## src/rtl/uart_fifo_ctrl.sv

```systemverilog
// uart_fifo_ctrl: UART transmitter/receiver with TX and RX FIFOs.
//   clk, rst        : clock, asynchronous active-high reset
//   baud_div        : bit period = max(baud_div,3)+1 clk cycles
//   cfg_dbits       : data bits 5..8; cfg_parity: none/even/odd; cfg_stop2: 2 TX stop bits
//   tx_data/valid   : TX FIFO write port; tx_ready = not full; tx_busy; tx_level
//   rx_data/perr/ferr/valid/ready/level : first-word-fall-through RX FIFO read port
//   rx_overrun      : sticky drop flag, cleared by ovr_clr
//   uart_rxd/txd    : serial input (asynchronous) and registered serial output
module uart_fifo_ctrl #(
   parameter int unsigned TX_DEPTH = 16,
   parameter int unsigned RX_DEPTH = 16
) (
   input  logic                      clk,
   input  logic                      rst,
   input  logic [15:0]               baud_div,
   input  logic [1:0]                cfg_dbits,
   input  logic [1:0]                cfg_parity,
   input  logic                      cfg_stop2,
   input  logic [7:0]                tx_data,
   input  logic                      tx_valid,
   output logic                      tx_ready,
   output logic                      tx_busy,
   output logic [$clog2(TX_DEPTH):0] tx_level,
   output logic [7:0]                rx_data,
   output logic                      rx_perr,
   output logic                      rx_ferr,
   output logic                      rx_valid,
   input  logic                      rx_ready,
   output logic [$clog2(RX_DEPTH):0] rx_level,
   output logic                      rx_overrun,
   input  logic                      ovr_clr,
   input  logic                      uart_rxd,
   output logic                      uart_txd
);
   localparam int unsigned TX_AW = $clog2(TX_DEPTH);
   localparam int unsigned TX_LW = TX_AW + 1;
   localparam int unsigned RX_AW = $clog2(RX_DEPTH);
   localparam int unsigned RX_LW = RX_AW + 1;

   typedef enum logic [2:0] {S_IDLE, S_START, S_DATA, S_PARITY, S_STOP} state_t;

   logic [15:0] bd_eff, half_m1;
   logic [7:0]  dmask;

   always_comb begin
      bd_eff  = (baud_div < 16'd3) ? 16'd3 : baud_div;
      half_m1 = (bd_eff >> 1) + {15'd0, bd_eff[0]} - 16'd1;
      dmask   = 8'hFF >> (2'd3 - cfg_dbits);
   end

   // ---------------- TX FIFO ----------------
   logic [7:0]       tx_mem [TX_DEPTH];
   logic [TX_AW-1:0] tx_wp, tx_rp;
   logic             tx_push, tx_pop, tx_empty;
   logic [7:0]       tx_head;

   assign tx_ready = (tx_level != TX_LW'(TX_DEPTH));
   assign tx_empty = (tx_level == '0);
   assign tx_push  = tx_valid && tx_ready;
   assign tx_head  = tx_mem[tx_rp];

   always_ff @(posedge clk) begin
      if (tx_push) tx_mem[tx_wp] <= tx_data;
   end

   always_ff @(posedge clk or posedge rst) begin
      if (rst) begin
         tx_wp    <= '0;
         tx_rp    <= '0;
         tx_level <= '0;
      end else begin
         if (tx_push) tx_wp <= tx_wp + TX_AW'(1);
         if (tx_pop)  tx_rp <= tx_rp + TX_AW'(1);
         case ({tx_push, tx_pop})
            2'b10:   tx_level <= tx_level + TX_LW'(1);
            2'b01:   tx_level <= tx_level - TX_LW'(1);
            default: tx_level <= tx_level;
         endcase
      end
   end

   // ---------------- TX FSM ----------------
   state_t      tx_state;
   logic [15:0] tx_cnt, tx_bd;
   logic [7:0]  tx_shift;
   logic [2:0]  tx_bit_idx, tx_nbits_m1;
   logic        tx_par_en, tx_par_bit, tx_stop2, tx_stop_idx;
   logic        tx_bit_end, tx_line;

   assign tx_bit_end = (tx_cnt == tx_bd);
   assign tx_busy    = !tx_empty || (tx_state != S_IDLE);

   always_comb begin
      tx_pop = 1'b0;
      if (!tx_empty) begin
         if (tx_state == S_IDLE)
            tx_pop = 1'b1;
         else if (tx_state == S_STOP && tx_bit_end && (tx_stop_idx || !tx_stop2))
            tx_pop = 1'b1;
      end
      case (tx_state)
         S_START:  tx_line = 1'b0;
         S_DATA:   tx_line = tx_shift[0];
         S_PARITY: tx_line = tx_par_bit;
         default:  tx_line = 1'b1;
      endcase
   end

   // uart_txd is registered from the state's line value, so the wire trails
   // the FSM by one clock; this gives the two-edge start latency and keeps
   // back-to-back frames gap-free.
   always_ff @(posedge clk or posedge rst) begin
      if (rst) begin
         tx_state    <= S_IDLE;
         tx_cnt      <= '0;
         tx_bd       <= '0;
         tx_shift    <= '0;
         tx_bit_idx  <= '0;
         tx_nbits_m1 <= '0;
         tx_par_en   <= 1'b0;
         tx_par_bit  <= 1'b0;
         tx_stop2    <= 1'b0;
         tx_stop_idx <= 1'b0;
         uart_txd    <= 1'b1;
      end else begin
         uart_txd <= tx_line;
         if (tx_pop) begin
            tx_state    <= S_START;
            tx_cnt      <= '0;
            tx_bd       <= bd_eff;
            tx_shift    <= tx_head & dmask;
            tx_nbits_m1 <= {1'b1, cfg_dbits};
            tx_par_en   <= cfg_parity[1];
            tx_par_bit  <= (^(tx_head & dmask)) ^ cfg_parity[0];
            tx_stop2    <= cfg_stop2;
            tx_stop_idx <= 1'b0;
         end else if (tx_state != S_IDLE) begin
            if (!tx_bit_end) begin
               tx_cnt <= tx_cnt + 16'd1;
            end else begin
               tx_cnt <= '0;
               case (tx_state)
                  S_START: begin
                     tx_state   <= S_DATA;
                     tx_bit_idx <= '0;
                  end
                  S_DATA: begin
                     tx_shift <= tx_shift >> 1;
                     if (tx_bit_idx == tx_nbits_m1)
                        tx_state <= tx_par_en ? S_PARITY : S_STOP;
                     else
                        tx_bit_idx <= tx_bit_idx + 3'd1;
                  end
                  S_PARITY: tx_state <= S_STOP;
                  S_STOP: begin
                     if (tx_stop2 && !tx_stop_idx) tx_stop_idx <= 1'b1;
                     else                          tx_state    <= S_IDLE;
                  end
                  default: tx_state <= S_IDLE;
               endcase
            end
         end
      end
   end

   // ---------------- RX synchroniser + FSM ----------------
   logic [1:0]  rx_sync;
   logic        rxs, rx_prev;
   state_t      rx_state;
   logic [15:0] rx_cnt, rx_bd, rx_half_m1;
   logic [2:0]  rx_bit_idx, rx_nbits_m1;
   logic        rx_par_en, rx_par_odd, rx_perr_acc;
   logic [7:0]  rx_shift;
   logic        rx_sample, rx_push;
   logic [9:0]  rx_word;

   assign rxs = rx_sync[1];

   always_comb begin
      rx_sample = (rx_state == S_START) ? (rx_cnt == rx_half_m1) : (rx_cnt == rx_bd);
      rx_push   = (rx_state == S_STOP) && rx_sample;
      rx_word   = {rx_perr_acc, ~rxs, rx_shift};
   end

   always_ff @(posedge clk or posedge rst) begin
      if (rst) begin
         rx_sync     <= 2'b11;
         rx_prev     <= 1'b1;
         rx_state    <= S_IDLE;
         rx_cnt      <= '0;
         rx_bd       <= '0;
         rx_half_m1  <= '0;
         rx_bit_idx  <= '0;
         rx_nbits_m1 <= '0;
         rx_par_en   <= 1'b0;
         rx_par_odd  <= 1'b0;
         rx_perr_acc <= 1'b0;
         rx_shift    <= '0;
      end else begin
         rx_sync <= {rx_sync[0], uart_rxd};
         rx_prev <= rxs;
         if (rx_state == S_IDLE) begin
            if (rx_prev && !rxs) begin
               rx_state    <= S_START;
               rx_cnt      <= '0;
               rx_bd       <= bd_eff;
               rx_half_m1  <= half_m1;
               rx_nbits_m1 <= {1'b1, cfg_dbits};
               rx_par_en   <= cfg_parity[1];
               rx_par_odd  <= cfg_parity[0];
               rx_perr_acc <= 1'b0;
               rx_shift    <= '0;
            end
         end else if (!rx_sample) begin
            rx_cnt <= rx_cnt + 16'd1;
         end else begin
            rx_cnt <= '0;
            case (rx_state)
               S_START: begin
                  rx_state   <= rxs ? S_IDLE : S_DATA;
                  rx_bit_idx <= '0;
               end
               S_DATA: begin
                  rx_shift[rx_bit_idx] <= rxs;
                  if (rx_bit_idx == rx_nbits_m1)
                     rx_state <= rx_par_en ? S_PARITY : S_STOP;
                  else
                     rx_bit_idx <= rx_bit_idx + 3'd1;
               end
               S_PARITY: begin
                  rx_perr_acc <= (^rx_shift) ^ rxs ^ rx_par_odd;
                  rx_state    <= S_STOP;
               end
               default: rx_state <= S_IDLE;
            endcase
         end
      end
   end

   // ---------------- RX FIFO ----------------
   logic [9:0]       rx_mem [RX_DEPTH];
   logic [RX_AW-1:0] rx_wp, rx_rp;
   logic             rx_full, rx_pop, rx_wr;
   logic [9:0]       rx_head;

   assign rx_valid = (rx_level != '0);
   assign rx_full  = (rx_level == RX_LW'(RX_DEPTH));
   assign rx_pop   = rx_ready && rx_valid;
   assign rx_wr    = rx_push && (!rx_full || rx_pop);

   always_comb begin
      rx_head = rx_mem[rx_rp];
      {rx_perr, rx_ferr, rx_data} = rx_valid ? rx_head : '0;
   end

   always_ff @(posedge clk) begin
      if (rx_wr) rx_mem[rx_wp] <= rx_word;
   end

   always_ff @(posedge clk or posedge rst) begin
      if (rst) begin
         rx_wp      <= '0;
         rx_rp      <= '0;
         rx_level   <= '0;
         rx_overrun <= 1'b0;
      end else begin
         if (rx_wr)  rx_wp <= rx_wp + RX_AW'(1);
         if (rx_pop) rx_rp <= rx_rp + RX_AW'(1);
         case ({rx_wr, rx_pop})
            2'b10:   rx_level <= rx_level + RX_LW'(1);
            2'b01:   rx_level <= rx_level - RX_LW'(1);
            default: rx_level <= rx_level;
         endcase
         if (rx_push && rx_full && !rx_pop) rx_overrun <= 1'b1;
         else if (ovr_clr)                  rx_overrun <= 1'b0;
      end
   end
endmodule

```

## config.mk

```make
export PLATFORM = sky130hd
export DESIGN_NAME = uart_fifo_ctrl
export DESIGN_NICKNAME = d
export VERILOG_FILES = /design/src/rtl/uart_fifo_ctrl.sv
export SDC_FILE = /design/constraint.sdc
export NUM_CORES = 1
export LEC_CHECK = 0
export ABC_AREA = 1
export BUFFER_PORTS_ARGS = -buffer_cell sky130_fd_sc_hd__buf_2
export CORE_UTILIZATION = 50
export CTS_BUF_LIST = sky130_fd_sc_hd__clkbuf_8
export DETAILED_ROUTE_END_ITERATION = 8
export GPL_TIMING_DRIVEN = 0
export PLACE_DENSITY_LB_ADDON = 0.05
export SLEW_MARGIN = 0
export SYNTH_ARGS = -nofsm -noshare
export SYNTH_HDL_FRONTEND = slang
export SYNTH_SLANG_ARGS = --single-unit
```

## constraint.sdc

```tcl
create_clock -name clk -period 6.65 [get_ports clk]
set_input_delay 0.665 -clock clk [delete_from_list [all_inputs] [get_ports clk]]
set_output_delay 0.665 -clock clk [all_outputs]
set_load 0.05 [all_outputs]
```

* Yosys cells after proc, flatten, opt, wreduce, memory -nomap -nowiden *
Memory sizes are Yosys's and may differ from the RTL's.
Cells that the tools add are included.

storage, ports and cells
  register bits after elaboration = 152
  memory bits (writable) = 288
  output and inout port bits = 25
  word-level logic and storage cells = 191
  memories kept = 2

memories
  name    words  width  read ports  clocked after Yosys merged registers in  write ports  RTL line  source
  rx_mem  16     10     1           0                                        1            241       logic [9:0] rx_mem [RX_DEPTH];
  tx_mem  16     8      1           0                                        1            52        logic [7:0] tx_mem [TX_DEPTH];

operators by class
  add/sub/neg operators = 15
  $lt $le $gt $ge = 3
  eq/ne operators = 25
  shift operators = 1
  muxes and demuxes = 59
  bitwise logic cells = 7
  reduce and logical (&&, ||, !) cells = 49

operators by type and width
  operator                                                                number
  16-bit 2-to-1 mux                                                       7
  8-bit 2-to-1 mux                                                        8
  16-bit == test                                                          3
  3-bit 2-to-1 mux                                                        13
  16-bit by 1-bit adder with 16-bit output (second input constant)        2
  2-bit nonzero test                                                      13
  1-bit 2-to-1 mux                                                        20
  5-bit one-hot mux with 2 select lines                                   2
  15-bit by 1-bit adder with 16-bit output                                1
  4-bit by 1-bit adder with 4-bit output (second input constant)          4
  16-bit by 2-bit < comparator with 1-bit output (second input constant)  1
  8-bit parity                                                            2
  16-bit by 1-bit subtractor with 16-bit output (second input constant)   1
  3-bit by 2-bit == test with 1-bit output (second input constant)        4
  3-bit one-hot mux with 2 select lines                                   2
  3-bit one-hot mux with 4 select lines                                   1
  3-bit AND reduction                                                     4
  4-bit AND reduction                                                     3
  1-bit logical AND                                                       11
  5-bit by 1-bit adder with 5-bit output (second input constant)          2
  10-bit 2-to-1 mux                                                       1
  5-bit by 1-bit subtractor with 5-bit output (second input constant)     2
  3-bit != test (second input constant)                                   3
  3-bit one-hot mux with 3 select lines                                   1
  other kinds (29)                                                        48

* Depth between registers and ports, before layout *
Gate-level depths: netlist (run 1).

  depth after elaboration = 8
  depth in mapped cells = 25
  mapped depth without buffers = 24

* Worst setup path before layout (run 1) *
Ideal clock, no wire load.

  path type = register to register
  from = register tx_cnt[9]
  to = register tx_level[4]
  arrival = 3.042 ns
  slack = 3.463 ns
  cell stages (with the launch flop) = 19
  path buffers = 1
  period minus slack after synthesis = 3.187 ns
  cell sequence = dfrtp_1 > xnor2_1 > nand2_1 > nor4_1 > nand2_1 > o31ai_1 > nand2_1 > inv_2 > clkbuf_1 > ha_1 > xor2_1 > ha_1 > nor2_1 > o21ai_0 > a21oi_1 > nand2_1 > nand2_1 > nor2_1 > xor2_1

on the way
  word-level cells in the longest chain between the ends = 8

RTL lines
  item                                                                                RTL line  source
  from (decl)                                                                         84        logic [15:0] tx_cnt, tx_bd;
  from (signal assigned)                                                              139       tx_cnt <= tx_cnt + 16'd1;
  16-bit == test (*)                                                                  90        assign tx_bit_end = (tx_cnt == tx_bd);
  1-bit logical AND (*) (2 in a row)                                                  98        else if (tx_state == S_STOP && tx_bit_end && (tx_stop_idx || !tx_stop2))
  1-bit 2-to-1 mux (*)                                                                98
  1-bit 2-to-1 mux (*)                                                                96        if (tx_state == S_IDLE)
  1-bit 2-to-1 mux (*)                                                                95        if (!tx_empty) begin
  2-bit by 1-bit == test with 1-bit output / 2-bit == test (equally long branches)    74        case ({tx_push, tx_pop})
  5-bit one-hot mux with 2 select lines / 2-bit nonzero test (equally long branches)  n/a
  to (signal assigned)                                                                75        2'b10: tx_level <= tx_level + TX_LW'(1);
  to (signal assigned)                                                                76        2'b01: tx_level <= tx_level - TX_LW'(1);
  to (signal assigned)                                                                77        default: tx_level <= tx_level;
  to (decl)                                                                           23        output logic [$clog2(TX_DEPTH):0] tx_level,

Every way passes the cells marked *; elsewhere a longest branch is shown, timed or not.
A chain may end at the register's enable or synchronous reset.

* Final worst setup path (run 1) *
Ends and elaborated chain as after synthesis.

==> results of run 1 <==
flip-flops by register name, summed over array words and instances, names as in the netlist, 4 cells and up:
| name | count |
|---|---|
| tx_shift | 8 |
| rx_bd | 16 |
| rx_cnt | 16 |
| tx_rp | 4 |
| rx_level | 5 |
| tx_level | 5 |
| rx_rp | 4 |
| tx_wp | 4 |
| tx_mem | 128 |
| rx_wp | 4 |
| rx_mem | 160 |
| tx_bd | 16 |
| rx_shift | 8 |
| rx_half_m1 | 16 |
| tx_cnt | 16 |
power by group through the flow:
stage / combinational (mW) / clock, mW / sequential (mW)
6_report: 3.96 / 2.22 / 3.64
4_1_cts: 3.95 / 2.26 / 3.63
3_3_place_gp: 3.87 / 0 / 3.67
3_5_place_dp: 3.93 / 0 / 3.68
2_1_floorplan: 2.69 / 0 / 3.69
5_1_grt: 4.42 / 2.38 / 3.68
critical path: stages, from the launching register on:
cell,delay [ps]
dfrtp_1,430
xnor2_1,150
nand2_1,70
nor4_1,340
nand2_1,240
o31ai_1,240
nand2_1,220
inv_2,210
clkbuf_1,520
ha_1,380
xor2_1,120
ha_1,200
nor2_1,170
o21ai_0,130
a21oi_1,180
nand2_1,70
nand2_1,50
nor2_1,40
xor2_1,130
final timing paths:
check / from / endpoint / cells past startpoint
max in group asynchronous: rst / rx_rp[0]$_DFFE_PP0N_ / 4
worst max register to register: tx_cnt[9]$_DFFE_PP0N_ / tx_level[4]$_DFFE_PP0P_ / 18
min in group asynchronous: rst / tx_bd[2]$_DFFE_PP0N_ / 3
worst min register to register: rx_sync[0]$_DFF_PP1_ / rx_sync[1]$_DFF_PP1_ / 0
worst min-delay path: uart_rxd / rx_sync[0]$_DFF_PP1_ / 1
worst max-delay path: tx_cnt[9]$_DFFE_PP0N_ / tx_level[4]$_DFFE_PP0P_ / 18
layout by cell type (no fill, tap or decap), types with 2 or more instances in the layout:
| cell type | Yosys | routed |
|---|---|---|
| a211oi_1 | 2 | 2 |
| a21oi_1 | 35 | 35 |
| a31oi_1 | 3 | 3 |
| buf_1 | 4 | 4 |
| buf_2 | 2 | 61 |
| buf_4 | 2 | 2 |
| buf_6 | 2 | 2 |
| clkbuf_1 | 65 | 65 |
| clkbuf_8 | 0 | 79 |
| clkinv_1 | 3 | 16 |
| clkinv_2 | 0 | 8 |
| dfrtp_1 | 148 | 148 |
| dfstp_2 | 4 | 4 |
| edfxtp_1 | 288 | 288 |
| ha_1 | 22 | 22 |
| inv_1 | 154 | 181 |
| inv_2 | 7 | 7 |
| inv_8 | 0 | 4 |
| nand2_1 | 364 | 364 |
| nand3_1 | 106 | 106 |
| nand3_4 | 2 | 2 |
| nand4_1 | 20 | 20 |
| nor2_1 | 249 | 249 |
| nor2_2 | 4 | 4 |
| nor3_1 | 24 | 24 |
| nor3_4 | 2 | 2 |
| nor4_1 | 7 | 7 |
| o211ai_1 | 13 | 13 |
| o21ai_0 | 235 | 235 |
| o21ai_1 | 3 | 3 |
| o21ai_2 | 9 | 9 |
| o221ai_1 | 36 | 36 |
| o22ai_1 | 33 | 33 |
| o31ai_1 | 4 | 4 |
| or2_2 | 5 | 5 |
| xnor2_1 | 23 | 23 |
| xor2_1 | 40 | 40 |
stage by stage:
step / instance area (um2) / setup WS, ps / cells
3_5_place_dp: 20600 / 2580 / 2508
4_1_cts: 22000 / 2550 / 2643
2_1_floorplan: 19700 / 1900 / 1930
6_report: 22000 / 2610 / 2644
3_3_place_gp: 20600 / -153 / 2507
5_1_grt: 22000 / 2110 / 2644
cell type report:
type                            instances  area (um2)
Tap cell                              518         648
Fill cell                            3432       16700
Clock buffer                           79        1090
Sequential cell                       440       12500
Inverter                              164         623
Timing Repair Buffer                   61         333
Clock inverter                         55         260
Multi-Input combinational cell       1251        6290
Antenna cell                            1        2.50
Buffer                                 75         307
cells by family (layout without fill, tap and decap cells):
group,after synthesis,in the layout
AOI/OAI and AO/OA,377,377
xor gates and xnor gates,63,63
adders and majority gates,22,22
buffers and inverters,239,434
DFF,440,440
muxes,1,1
other,0,1
and+or+nand+nor,788,788
layer usage:
layer / track usage / vias to the layer above / wire length (um)
met5: 0 / - / 0
met4: 0.0799 / 0 / 1140
met3: 0.0404 / 87 / 2940
met2: 0.404 / 456 / 23200
met1: 0.358 / 7002 / 22800
li1: - / 6959 / -
==> reports/qor.txt, run 1 <==
Adder-cell area share of the yosys netlist - 0.0140
Inserted Clock Buffers - 74
Fraction of layout cells with a size suffix above 1 - 0.0927
P_int - 5.56 mW
Mux share of post-synthesis cell area - 0.000573
Antenna Violating Nets Remaining - 0
Dpl hpwl - 33.0 mm
DR WL/cell - 18.9 um
Xor and xnor area share after synthesis - 0.0281
Sequential group share of total power - 0.370
Die area - 40,100 um2
Initial antenna violation count - 1
Number of synthesized flops with an enable pin - 288
CTS tree - done
Vias - 14,500
Vias in the first global route - 14,100
Buffers on Ports - 59
Clock skew - 31.2 ps
RSZ-0062 raised after global routing - no
Required time worst endpoint - 7140 ps
Crit end category - flop
DRC Markers - 0
Minimum clock period - 4040 ps
DRC violation total after the first TritonRoute iteration - 963
Final hold violations - 0
Maximum clock frequency - 248 MHz
Synth Flop Type - edfxtp_1
Compound-Gate Fraction of Synth Area - 0.110
First-pass GRT wire length - 78.8 mm
Vias/cell - 5.49
Fin crit share - 0.607
Worst skew pair latency - 640 ps
GRT Util Overall - 0.254
Fin nets - 2,124
Post-synth ARST share - 0.345
Hold Crit Class - input pin to flop
Mean Syn Cell Area - 10.2 um2
Post-CTS Hold Buffers - 1
Yosys cell types - 44
Clock sinks - 440
Chip height - 200 um
Comb pwr share - 0.403
Crit path max fanout - 11
Clock Tree Buf Depth - 3
Largest family of logic cells by synthesized area - simple AND/OR/NAND/NOR gates
Total power draw - 9.82 mW
Clock power frac - 0.226
Max H-tree Level - 3
Slew HR - 0.153
Top cell type's share of synthesized area - 0.440
Final setup TNS - 0 ps
I/O pin count - 60
Ranking of synthesized cells by area - edfxtp_1 44%, dfrtp_1 19%, nand2_1 6.9%
Max-capacitance violation count - 0
Synth cell count leaders - 364 x nand2_1, 288 x edfxtp_1, 249 x nor2_1, 235 x o21ai_0, 154 x inv_1
Crit start category - flop
Sequential area share after synthesis - 0.633
Yosys warns - 0
VDD IR max - 0.273 mV
Fin. max-slew vios - 0
Syn Inst Count - 1,930
Arr. time, crit path - 4530 ps
Final setup violation count - 0
Critical path class - flop to flop
P&R area growth vs syn - 11.9%
Row count - 72
Power per cell area - 446 nW/um2
Layout Utilization - 0.568
Status - completed
Hold WS - 180 ps
Routed wire length - 50.1 mm
Pre-antenna DRT Iters - 5
Register-to-register path setup slack - 2610 ps
Sw Share - 0.433
Placer congestion estimate - 0.855
Most frequent cell after synthesis - nand2_1
Measured slew at the worst slew-check pin - 1270 ps
Leak pwr - 8.80 nW
Grt ovf - 0
Largest net degree at the start of global routing - 115
Core area - 38,700 um2
Synth Area in Simple Gates - 0.167
Switching pwr - 4.25 mW
Clk slew on worst S/H paths - 60 ps
FF+latch count, synth - 440
Mapped cell area - 19,700 um2
Die width - 200 um
Total setup buffers inserted after CTS - 0
Initial Util - 0.508
Synth Net Count - 1,987
Root buffer cell - clkbuf_8
Biggest area consumer among synthesized cells - edfxtp_1
CTS resizes - 0
Power figures use the tool's default switching activity.
==> inputs of run 2 (changes only) <==
==> constraint.sdc (replaced) <==
create_clock -name clk -period 4.01 [get_ports clk]
set_input_delay 0.401 -clock clk [delete_from_list [all_inputs] [get_ports clk]]
set_output_delay 0.401 -clock clk [all_outputs]
set_load 0.05 [all_outputs]
==> reports/qor.txt, run 2 (same netlist as run 1, synthesis figures left out) <==
Placed cell count - 2,511 (was 2,508)
Initial Util - 0.508 (unchanged)
I/O pin count - 60 (unchanged)
Worst Setup SP - rx_rp[0]$_DFFE_PP0N_ (was tx_cnt[9]$_DFFE_PP0N_)
DRC Markers - 0 (unchanged)
Antenna Violating Nets Remaining - 0 (unchanged)
Row count - 72 (unchanged)
Clock power frac - 0.238 (was 0.226)
Fill count - 3,449 (was 3,432)
Leak pwr - 8.86 nW (was 8.80 nW)
P&R area growth vs syn - 13.0% (was 11.9%)
Dpl hpwl - 33.3 mm (was 33.0 mm)
Core area - 38,700 um2 (unchanged)
Initial antenna violation count - 0 (was 1)
Clock sinks - 440 (unchanged)
Placer congestion estimate - 0.863 (was 0.855)
Root buffer cell - clkbuf_8 (unchanged)
Fin. max-slew vios - 0 (unchanged)
RSZ-0062 raised after global routing - no (unchanged)
Sequential group share of total power - 0.365 (was 0.370)
Fraction of layout cells with a size suffix above 1 - 0.100 (was 0.0927)
Vias in the first global route - 14,000 (was 14,100)
Measured slew at the worst slew-check pin - 1180 ps (was 1270 ps)
Max-capacitance violation count - 0 (unchanged)
Final hold violations - 0 (unchanged)
First-pass GRT wire length - 78.5 mm (was 78.8 mm)
CTS tree - done (unchanged)
Fin nets - 2,132 (was 2,124)
Switching pwr - 7.00 mW (was 4.25 mW)
Required time worst endpoint - 3610 ps (was 7140 ps)
Arr. time, crit path - 3280 ps (was 4530 ps)
Min-delay src - baud_div[3] (was uart_rxd)
DRC violation total after the first TritonRoute iteration - 952 (was 963)
Sw Share - 0.424 (was 0.433)
Vias/cell - 5.47 (was 5.49)
Vias - 14,500 (about the same)
Clock Tree Buf Depth - 3 (unchanged)
Most common cell after layout, fill and taps aside - nand2_1 (unchanged)
Chip height - 200 um (unchanged)
Power per cell area - 743 nW/um2 (was 446 nW/um2)
Status - completed (unchanged)
Minimum clock period - 3680 ps
Die width - 200 um (unchanged)
RR Startpoint - rx_state[1]$_DFFE_PP0P_ (was tx_cnt[9]$_DFFE_PP0N_)
GRT Util Overall - 0.253 (was 0.254)
Grt ovf - 0 (unchanged)
Critical path class - flop to output port (was flop to flop)
Clock skew - 28.0 ps (was 31.2 ps)
Buffers on Ports - 59 (unchanged)
Pre-antenna DRT Iters - 5 (unchanged)
ANT cells - 0 (was 1)
Maximum clock frequency - 272 MHz
Biggest regs - rx_mem (160), tx_mem (128) (unchanged)
Crit end category - output port (was flop)
Routed wire length - 49.9 mm (was 50.1 mm)
Most frequent cells in the layout - 364 x nand2_1, 288 x edfxtp_1, 249 x nor2_1 (unchanged)
Hold WS - 44.8 ps (was 180 ps)
DR WL/cell - 18.8 um (was 18.9 um)
Crit start category - flop (unchanged)
Post-Layout Cell Count - 2,651 (was 2,644)
Most flops, register - rx_mem (unchanged)
Largest net degree at the start of global routing - 41 (was 115)
Fin crit share - 0.917
Comb pwr share - 0.397 (was 0.403)
Crit path max fanout - 10 (was 11)
Slew HR - 0.208 (was 0.153)
Hold Crit Class - input pin to flop (unchanged)
Worst skew pair latency - 640 ps (about the same)
Clk slew on worst S/H paths - 70 ps (was 60 ps)
Max reg flops - 160 (unchanged)
Die area - 40,100 um2 (unchanged)
Inserted Clock Buffers - 75 (was 74)
Max H-tree Level - 3 (unchanged)
Final setup violation count - 0 (unchanged)
P_int - 9.51 mW (was 5.56 mW)
VDD IR max - 0.532 mV (was 0.273 mV)
==> run 2: layout make-up <==
cell class | count | area (um2) | area share
sequential | 440 | 12500 | 0.560
inverter | 164 | 621 | 0.0279
tap | 518 | 648 | 0.0292
multi-input combinational | 1251 | 6290 | 0.283
clock inverter | 44 | 219 | 0.00985
timing repair buffer | 69 | 435 | 0.0196
buffer | 74 | 303 | 0.0136
clock buffer | 91 | 1250 | 0.0564
==> run 2: timing repair <==
item                                    4_1_cts  5_1_grt
hold buffers                                  6        0
resized for setup                             0        1
pin swaps                                     0        0
endpoints found under the hold margin        29        0
buffers inserted                              0        0
endpoints found under the setup margin        1        1
==> run 2: worst max-delay path, cell delays in order, from the launching register on <==
cell and delay (ps):
dfrtp_1 360, clkbuf_1 410, clkbuf_1 630, o21ai_0 210, o221ai_1 350, nand3_1 170
a21oi_1 220, buf_2 310
==> run 2: power by group through the flow <==
stage                     Sequential (mW)  Combinational, mW  Clock [mW]
after floorplan                      6.12               4.47           0
after global placement               6.09               6.42           0
after detailed placement             6.10               6.52           0
after CTS                            6.02               6.54        4.00
after global routing                 6.10               7.32        4.22
final                                6.02               6.55        3.93
==> run 2: routing by layer <==
metal,up-vias,GRT usage,part of all wire
met2,492,0.394,0.46
met1,6981,0.359,0.45
met3,83,0.0460,0.067
met5,-,0,0
li1,6949,-,-
met4,0,0.0875,0.025
==> run 2: through the flow <==
step	TNS, ps	power (mW)	utilization	instance area [um2]	worst slack [ps]
6_report	0	16.5	0.574	22200	332
5_1_grt	0	17.6	0.574	22200	50.9
3_5_place_dp	-76.7	12.6	0.534	20700	-76.7
2_1_floorplan	0	10.6	-	19700	823
4_1_cts	0	16.6	0.574	22200	324
3_3_place_gp	0	12.5	0.532	20600	20.7
==> run 2: worst paths after layout <==
| check | to | slack (ps) | depth (start not counted) |
|---|---|---|---|
| min in group asynchronous | rx_half_m1[2]$_DFFE_PP0P_ | 440 | 3 |
| worst min register to register | rx_sync[1]$_DFF_PP1_ | 360 | 0 |
| worst min-delay path | rx_bd[3]$_DFFE_PP0P_ | 40 | 3 |
| max in group asynchronous | rx_prev$_DFF_PP1_ | 2740 | 5 |
| worst max-delay path | rx_data[1] | 330 | 7 |
| worst max register to register | rx_mem[4][6]$_DFFE_PP_ | 350 | 14 |
==> inputs of run 3 (changes only) <==
--- a/config.mk
+++ b/config.mk
@@ -10,7 +10,6 @@
 export CORE_UTILIZATION = 50
 export CTS_BUF_LIST = sky130_fd_sc_hd__clkbuf_8
 export DETAILED_ROUTE_END_ITERATION = 8
-export GPL_TIMING_DRIVEN = 0
 export PLACE_DENSITY_LB_ADDON = 0.05
 export SLEW_MARGIN = 0
 export SYNTH_ARGS = -nofsm -noshare
==> constraint.sdc (replaced) <==
create_clock -name clk -period 4.01 [get_ports clk]
set_input_delay 0.802 -clock clk [delete_from_list [all_inputs] [get_ports clk]]
set_output_delay 0.802 -clock clk [all_outputs]
set_load 0.05 [all_outputs]
==> reports/qor.txt, run 3 (same netlist as run 1, synthesis figures left out) <==
Crit end category - output port (unchanged)
Buffers on Ports - 59 (unchanged)
Crit start category - flop (unchanged)
Hold Crit Class - input pin to async pin (was input pin to flop)
Slew HR - 0.306 (was 0.208)
Buf/Inv on CP - 3 (unchanged)
Minimum clock period - 3760 ps (was 3680 ps)
Die area - 40,100 um2 (unchanged)
Routed wire length - 46.9 mm (was 49.9 mm)
Status - completed (unchanged)
Clk slew on worst S/H paths - 60 ps (was 70 ps)
Most frequent cells in the layout - 363 x nand2_1, 288 x edfxtp_1, 248 x nor2_1 (was 364 x nand2_1, 288 x edfxtp_1, 249 x nor2_1)
Most flops, register - rx_mem (unchanged)
Max-capacitance violation count - 0 (unchanged)
Clock skew - 18.8 ps (was 28.0 ps)
Sequential group share of total power - 0.372 (was 0.365)
CTS resizes - 0 (unchanged)
DR WL/cell - 18.0 um (was 18.8 um)
Largest net degree at the start of global routing - 83 (was 41)
Arr. time, crit path - 2960 ps (was 3280 ps)
Clock power frac - 0.241 (was 0.238)
Design area - 22,100 um2 (was 22,200 um2)
I/O pin count - 60 (unchanged)
Measured slew at the worst slew-check pin - 1040 ps (was 1180 ps)
Grt ovf - 0 (unchanged)
Chip height - 200 um (unchanged)
Maximum clock frequency - 266 MHz (was 272 MHz)
Sw Share - 0.415 (was 0.424)
Placement Cell Area - 20,700 um2 (about the same)
Post-CTS Hold Buffers - 0 (was 6)
Crit path max fanout - 35 (was 10)
Required time worst endpoint - 3210 ps (was 3610 ps)
Final setup TNS - 0 ps (unchanged)
ANT cells - 0 (unchanged)
P_int - 9.50 mW (was 9.51 mW)
Clock Tree Buf Depth - 3 (unchanged)
Switching pwr - 6.74 mW (was 7.00 mW)
DRC violation total after the first TritonRoute iteration - 850 (was 952)
Inserted Clock Buffers - 76 (was 75)
CP cell instances - inv_1, buf_12, o21ai_0, o22ai_1, nor2_1, nor2_1, o21ai_0, a21oi_1, buf_2 (was clkbuf_1, clkbuf_1, o21ai_0, o221ai_1, nand3_1, a21oi_1, buf_2)
Setup WS pre-CTS - 661 ps (was -76.7 ps)
Clock sinks - 440 (unchanged)
Max reg flops - 160 (unchanged)
Fraction of layout cells with a size suffix above 1 - 0.114 (was 0.100)
Fin. max-slew vios - 0 (unchanged)
Most common cell after layout, fill and taps aside - nand2_1 (unchanged)
Vias - 14,000 (was 14,500)
Dpl hpwl - 30.1 mm (was 33.3 mm)
Leak pwr - 8.89 nW (was 8.86 nW)
CP top delay family - buffers and inverters (unchanged)
Vias/cell - 5.36 (was 5.47)
Row count - 72 (unchanged)
GRT Util Overall - 0.241 (was 0.253)
Power per cell area - 734 nW/um2 (was 743 nW/um2)
Vias in the first global route - 13,700 (was 14,000)
Die width - 200 um (unchanged)
First-pass GRT wire length - 75.7 mm (was 78.5 mm)
VDD IR max - 0.648 mV (was 0.532 mV)
Total setup buffers inserted after CTS - 0 (unchanged)
CTS tree - done (unchanged)
Initial antenna violation count - 0 (unchanged)
RSZ-0062 raised after global routing - no (unchanged)
Placed cell count - 2,472 (was 2,511)
Total power draw - 16.2 mW (was 16.5 mW)
Final setup violation count - 0 (unchanged)
DRC Markers - 0 (unchanged)
Core area - 38,700 um2 (unchanged)
Final hold violations - 0 (unchanged)
Comb pwr share - 0.386 (was 0.397)
Critical path class - flop to output port (unchanged)
Placer congestion estimate - 0.922 (was 0.863)
Root buffer cell - clkbuf_8 (unchanged)
CP peak stage delay - 560 ps (was 630 ps)
Antenna Violating Nets Remaining - 0 (unchanged)
Worst setup margin - 245 ps (was 332 ps)
Layout Utilization - 0.571 (was 0.574)
Initial Util - 0.508 (unchanged)
Post-Layout Cell Count - 2,609 (was 2,651)
P&R area growth vs syn - 12.4% (was 13.0%)
Pre-antenna DRT Iters - 5 (unchanged)
Hold WS - 137 ps (was 44.8 ps)
Worst skew pair latency - 630 ps (was 640 ps)
Biggest regs - rx_mem (160), tx_mem (128) (unchanged)
CP max-delay cell - dfrtp_1 (was clkbuf_1)
Fin crit share - 0.939 (was 0.917)
Max H-tree Level - 3 (unchanged)
Fin nets - 2,089 (was 2,132)
run 3: final timing paths:
check	start	to	slack (ps)	cells after the start
max	rx_rp[1]$_DFFE_PP0N_	rx_data[4]	250	9
min	rst	rx_half_m1[1]$_DFFE_PP0P_	140	2
max reg2reg	rx_state[2]$_DFFE_PP0P_	rx_shift[3]$_DFFE_PP0P_	800	17
min reg2reg	rx_sync[0]$_DFF_PP1_	rx_sync[1]$_DFF_PP1_	340	0
max in group asynchronous	rst	uart_txd$_DFF_PP1_	3090	3
min in group clk	uart_rxd	rx_sync[0]$_DFF_PP1_	310	1
run 3: worst register-to-register path, cell delays in order (launching register included):
cell and delay [ps]:
dfrtp_1 450, inv_1 310, nand3_4 330, nand2_1 200
nand2_1 70, nand2_1 60, nand2_1 40, nor2_1 90
nand2_1 80, nor2_2 170, nand2_1 130, inv_2 110
nor2_2 80, inv_2 250, nand2_2 130, a21oi_4 260
nand3_4 200, o21ai_2 160
run 3: final cells by class:
type                       instances  area [um2]
sequential                       440       12500
fill                            3417       16600
timing repair buffer              99         633
tap                              518         648
inverter                         164         619
clock buffer                      88        1210
clock inverter                    49         246
multi-input combinational       1251        6290
run 3: power by group through the flow:
stage               Sequential, mW  Clock, mW  Combinational (mW)
floorplan                     6.12          0                4.47
global placement              6.11          0                6.25
detailed placement            6.13          0                6.29
CTS                           6.05       4.02                6.32
global route                  6.13       4.22                7.07
finish                        6.05       3.91                6.27
run 3: per-layer routing:
metal,share of wire,track usage
met1,0.46,0.338
met2,0.46,0.378
met3,0.050,0.0428
met4,0.024,0.0872
met5,0,0
